**src/rtl/regfile8_if.sv**
```systemverilog
// rtl/regfile8_if.sv - write/read bus bundle for the eight-entry register file
interface regfile8_if #(parameter int WIDTH = 32);
  logic [7:0]       WE;
  logic [WIDTH-1:0] WD;
  logic [2:0]       RA1;
  logic [2:0]       RA2;
  logic             RE;
  logic [WIDTH-1:0] RD1;
  logic [WIDTH-1:0] RD2;
  logic             RVALID;
  logic             WERR;
  logic [7:0]       WCNT;

  modport master (
    output WE, WD, RA1, RA2, RE,
    input  RD1, RD2, RVALID, WERR, WCNT
  );

  modport slave (
    input  WE, WD, RA1, RA2, RE,
    output RD1, RD2, RVALID, WERR, WCNT
  );
endinterface

```
**src/rtl/regfile8.sv**
```systemverilog
// rtl/regfile8.sv - eight-entry register file, one-hot write, two registered read ports
// Optional macro REGFILE8_BYPASS_EN forwards same-edge write data to the read ports.
module regfile8 #(
  parameter int WIDTH = 32
) (
  input logic       CLK,
  input logic       RSTn,
  regfile8_if.slave bus
);

  logic [WIDTH-1:0] regs [8];
  logic [WIDTH-1:0] rd1_q, rd2_q;
  logic             rvalid_q;
  logic             werr_q;
  logic [7:0]       wcnt_q;

  logic             we_any;
  logic             we_one_hot;
  logic             we_multi;
  logic [2:0]       wr_idx;
  logic [WIDTH-1:0] rd1_src, rd2_src;

  // A value with a single bit set becomes zero when ANDed with itself minus one.
  assign we_any     = (bus.WE != 8'd0);
  assign we_one_hot = we_any && ((bus.WE & (bus.WE - 8'd1)) == 8'd0);
  assign we_multi   = we_any && !we_one_hot;

  always_comb begin
    wr_idx = 3'd0;
    for (int i = 0; i < 8; i++) begin
      if (bus.WE[i]) wr_idx = 3'(i);
    end
  end

`ifdef REGFILE8_BYPASS_EN
  assign rd1_src = (we_one_hot && bus.WE[bus.RA1]) ? bus.WD : regs[bus.RA1];
  assign rd2_src = (we_one_hot && bus.WE[bus.RA2]) ? bus.WD : regs[bus.RA2];
`else
  assign rd1_src = regs[bus.RA1];
  assign rd2_src = regs[bus.RA2];
`endif

  always_ff @(posedge CLK) begin
    if (!RSTn) begin
      for (int i = 0; i < 8; i++) regs[i] <= '0;
      rd1_q    <= '0;
      rd2_q    <= '0;
      rvalid_q <= 1'b0;
      werr_q   <= 1'b0;
      wcnt_q   <= 8'd0;
    end else begin
      if (we_one_hot) begin
        regs[wr_idx] <= bus.WD;
        wcnt_q       <= wcnt_q + 8'd1;
      end
      if (we_multi) werr_q <= 1'b1;
      if (bus.RE) begin
        rd1_q    <= rd1_src;
        rd2_q    <= rd2_src;
        rvalid_q <= 1'b1;
      end else begin
        rvalid_q <= 1'b0;
      end
    end
  end

  assign bus.RD1    = rd1_q;
  assign bus.RD2    = rd2_q;
  assign bus.RVALID = rvalid_q;
  assign bus.WERR   = werr_q;
  assign bus.WCNT   = wcnt_q;

endmodule

```
**src/flat_wrapper.sv**
```systemverilog
// flat-port wrapper written by rule: the top's interface ports become plain ports
module regfile8_flat 
#(
  parameter int WIDTH = 32
)
  (CLK, RSTn, bus_WE, bus_WD, bus_RA1, bus_RA2, bus_RE, bus_RD1, bus_RD2, bus_RVALID, bus_WERR, bus_WCNT);
  regfile8_if #(.WIDTH(WIDTH)) bus_i ();
  input logic CLK;
  input logic RSTn;
  input wire logic [$bits(bus_i.WE)-1:0] bus_WE;
  input wire logic [$bits(bus_i.WD)-1:0] bus_WD;
  input wire logic [$bits(bus_i.RA1)-1:0] bus_RA1;
  input wire logic [$bits(bus_i.RA2)-1:0] bus_RA2;
  input wire logic [$bits(bus_i.RE)-1:0] bus_RE;
  output wire logic [$bits(bus_i.RD1)-1:0] bus_RD1;
  output wire logic [$bits(bus_i.RD2)-1:0] bus_RD2;
  output wire logic [$bits(bus_i.RVALID)-1:0] bus_RVALID;
  output wire logic [$bits(bus_i.WERR)-1:0] bus_WERR;
  output wire logic [$bits(bus_i.WCNT)-1:0] bus_WCNT;
  assign bus_i.WE = bus_WE;
  assign bus_i.WD = bus_WD;
  assign bus_i.RA1 = bus_RA1;
  assign bus_i.RA2 = bus_RA2;
  assign bus_i.RE = bus_RE;
  assign bus_RD1 = bus_i.RD1;
  assign bus_RD2 = bus_i.RD2;
  assign bus_RVALID = bus_i.RVALID;
  assign bus_WERR = bus_i.WERR;
  assign bus_WCNT = bus_i.WCNT;
  regfile8 #(.WIDTH(WIDTH)) u_core (.CLK(CLK), .RSTn(RSTn), .bus(bus_i));
endmodule
```
**config.mk**
```make
export PLATFORM = sky130hd
export DESIGN_NAME = regfile8_flat
export DESIGN_NICKNAME = d
export VERILOG_FILES = /design/src/rtl/regfile8_if.sv /design/src/rtl/regfile8.sv /design/src/flat_wrapper.sv
export SDC_FILE = /design/constraint.sdc
export NUM_CORES = 1
export LEC_CHECK = 0
export ABC_AREA = 1
export ABC_CLOCK_PERIOD_IN_PS = 7600
export BUFFER_PORTS_ARGS = -buffer_cell sky130_fd_sc_hd__buf_4
export CAP_MARGIN = 20
export CORE_ASPECT_RATIO = 1.2
export CORE_UTILIZATION = 60
export DETAILED_ROUTE_END_ITERATION = 8
export PLACE_DENSITY_LB_ADDON = 0.3
export SETUP_SLACK_MARGIN = 0.05
export SLEW_MARGIN = 20
export SYNTH_ARGS = -nofsm -noshare
export SYNTH_HDL_FRONTEND = slang
export SYNTH_SLANG_ARGS = --single-unit
```
**constraint.sdc**
```tcl
create_clock -name CLK -period 7.6 [get_ports CLK]
set_clock_uncertainty 0.05 [all_clocks]
set_input_delay 1.14 -clock CLK [delete_from_list [all_inputs] [get_ports CLK]]
set_output_delay 1.14 -clock CLK [all_outputs]
set_load 0.05 [all_outputs]
```
==> flow_metrics.env <==
export IMPL_status="finished clean"
export IMPL_grt_max_degree=174
export IMPL_hold_class="reg2reg"
export IMPL_ios=123
export IMPL_p_per_area_nw_per_um2=235.3
export IMPL_nNetsFinal=1910
export IMPL_finalSetupViolCount=0
export IMPL_vias=14076
export IMPL_numPortBuffers=122
export IMPL_multiInputGateArea_um2=5655
export IMPL_chipWidth_um=151.4
export IMPL_cp_required_ps=7740
export IMPL_core_area_um2=26270
export IMPL_detail_route_first_pass_iterations=6
export IMPL_cap_viol_max_count=0
export IMPL_cp_max_fo=83
export IMPL_num_rows=65
export IMPL_routed_via_density=6.341
export IMPL_n_antenna_cell=0
export IMPL_postCtsSetupBuffers=0
export IMPL_synth_cells=1839
export IMPL_final_common_cell="o21ai_0"
export IMPL_vdd_drop_max_uv=189.7
export IMPL_ys_ff_latch=330
export IMPL_worstSetupPathType="in2reg"
export IMPL_most_common_layout_cells="o21ai_0 (322), a21oi_1 (315), edfxtp_1 (256)"
export IMPL_cts_made_buffers=34
export IMPL_cp_arrival_ps=4070
export IMPL_area_delta_synth_final_pct=12.40
export IMPL_hp_start="u_core.bus.WERR"
export IMPL_relSlewSlack_pct=22.86
export IMPL_fillers=2014
export IMPL_die_y_um=181.2
export IMPL_wirelength_mm=44.17
export IMPL_critical_path_endpoint_type="flip-flop"
export IMPL_rsz0062_at_grt="false"
export IMPL_hold_slack_ps=425.6
export IMPL_cts_sinks=330
export IMPL_slew_viol_final=0
export IMPL_pre_cts_slack_ps=3129
export IMPL_r2r_cells=6
export IMPL_drt_iter0_drc=1736
export IMPL_cts_hold_buffers=0
export IMPL_first_global_vias=13151
export IMPL_fmax_mhz=254.3
export IMPL_start_util_pct=61.14
export IMPL_cts_tree="built"
export IMPL_final_hold_viol_count=0
export IMPL_clkSlewWorstSetupHoldPaths_ps=60
export IMPL_antenna_left=0
export IMPL_period_share_pct=51.74
export IMPL_syn_nets=1889
export IMPL_syn_area_um2=16060
export IMPL_die_area_um2=27430
export IMPL_wire_per_inst_um=19.89
export IMPL_clockRootBuffer="clkbuf_16"
export IMPL_insertion_delay_ps=510
export IMPL_post_dp_hpwl_mm=24.28
export IMPL_cts_resized=0
export IMPL_grt_pass1_wl_mm=68.82
export IMPL_worstReg2RegStart="u_core.regs[1][18]"
export IMPL_htree_levels=2
export IMPL_tightest_slew_ps=1157
export IMPL_clockBufferDepth=3
export IMPL_synthTopCellsByArea="edfxtp_1 (48%), o21ai_0 (10%), a21oi_1 (9.8%), dfxtp_1 (9.2%), inv_1 (4.1%)"
export IMPL_netlist_area_leader_share_pct=47.87
export IMPL_drc=0
export IMPL_grt_util_all_layers_pct=32.49
export IMPL_p_leak_nw=7.137
export IMPL_grt_overflow=0
export IMPL_startpoint_type="input pin"
export IMPL_synth_cell_types=24
export IMPL_seq_area_frac_synth_pct=57.09
export IMPL_yosys_warnings=0
export IMPL_setup_worst_path_start="RSTn"
export IMPL_yosys_area_top_type="edfxtp_1"
export IMPL_layout_area_seq_um2=9169
export IMPL_drive_gt1_share_pct=10.72
export IMPL_hold_depth=2
export IMPL_antenna_found_initial=0
export IMPL_finalWorstSetupSlack_ps=3668
export IMPL_setup_tns_final_ps=0
export IMPL_syn_area_per_cell_um2=8.733
export IMPL_gp_congestion=0.8188
export IMPL_post_route_min_period_ps=3932
-- logic make-up after synthesis --
kind of cell | after synthesis | synth area share [%]
flops | 330 | 57.09
simple gates | 465 | 11.96
fa+ha+maj | 1 | 0.07789
xor+xnor | 6 | 0.3273
compound gates | 704 | 22.53
buf+inv | 333 | 8.016
-- through the flow --
stage	utilization [%]	std cells	cell area, um2	power [mW]
after global placement	64.62	2159	16970	2.635
after floorplan	-	1839	16060	2.478
after global routing	68.72	2220	18050	4.377
final	68.72	2220	18050	4.248
after CTS	68.70	2220	18050	4.243
after detailed placement	64.62	2159	16970	2.653
-- cells in the mapped netlist --
cell type,instances
a21oi_1,315
buf_1,25
buf_2,9
buf_4,1
buf_6,3
clkbuf_1,118
dfxtp_1,74
edfxtp_1,256
ha_1,1
inv_1,177
nand2_1,168
nand2_2,1
nand3_1,17
nand3b_1,1
nand4_1,5
nor2_1,174
nor2_2,1
nor3_1,96
nor3_2,2
o211ai_1,12
o21ai_0,325
o22ai_1,52
xnor2_1,3
xor2_1,3
-- final timing paths --
path / to / slack (ps)
worst max-delay path: u_core.regs[5][15] / 3670
worst min-delay path: u_core.bus.WERR / 430
worst max register to register: u_core.bus.RD1[18] / 6150
worst min register to register: u_core.bus.WERR / 430
-- area by class of cell --
cell class | instances | area share [%]
Clock buffer | 48 | 5.469
Clock inverter | 13 | 0.4713
Inverter | 177 | 3.680
Multi-Input combinational cell | 1176 | 31.33
Sequential cell | 330 | 50.79
Tap cell | 335 | 2.322
Timing Repair Buffer | 141 | 5.940
-- flip-flops by register name, summed over array words and instances, names as in the netlist --
name               flops
u_core.regs          256
u_core.bus.RD1        32
u_core.bus.RD2        32
u_core.bus.WCNT        8
u_core.bus.RVALID      1
u_core.bus.WERR        1
-- critical path, cell delays in order --
cell     delay [ps]
buf_4           680
nand4_1         910
o21ai_4         930
buf_4           390
-- where the power goes --
part           total [mW]  switching [mW]  internal [mW]
registers            2.08          0.0424           2.04
clock network        1.62           0.680          0.940
logic               0.546           0.399          0.147
-- routing by layer --
layer / global-route usage (%) / wire [um] / up-vias
met5: 0 / 0 / -
li1: - / - / 6433
met1: 42.87 / 16540 / 6604
met2: 52.46 / 21500 / 887
met4: 15.52 / 1772 / 0
met3: 4.672 / 4354 / 152
No activity file was read; power rests on OpenSTA's default activity.
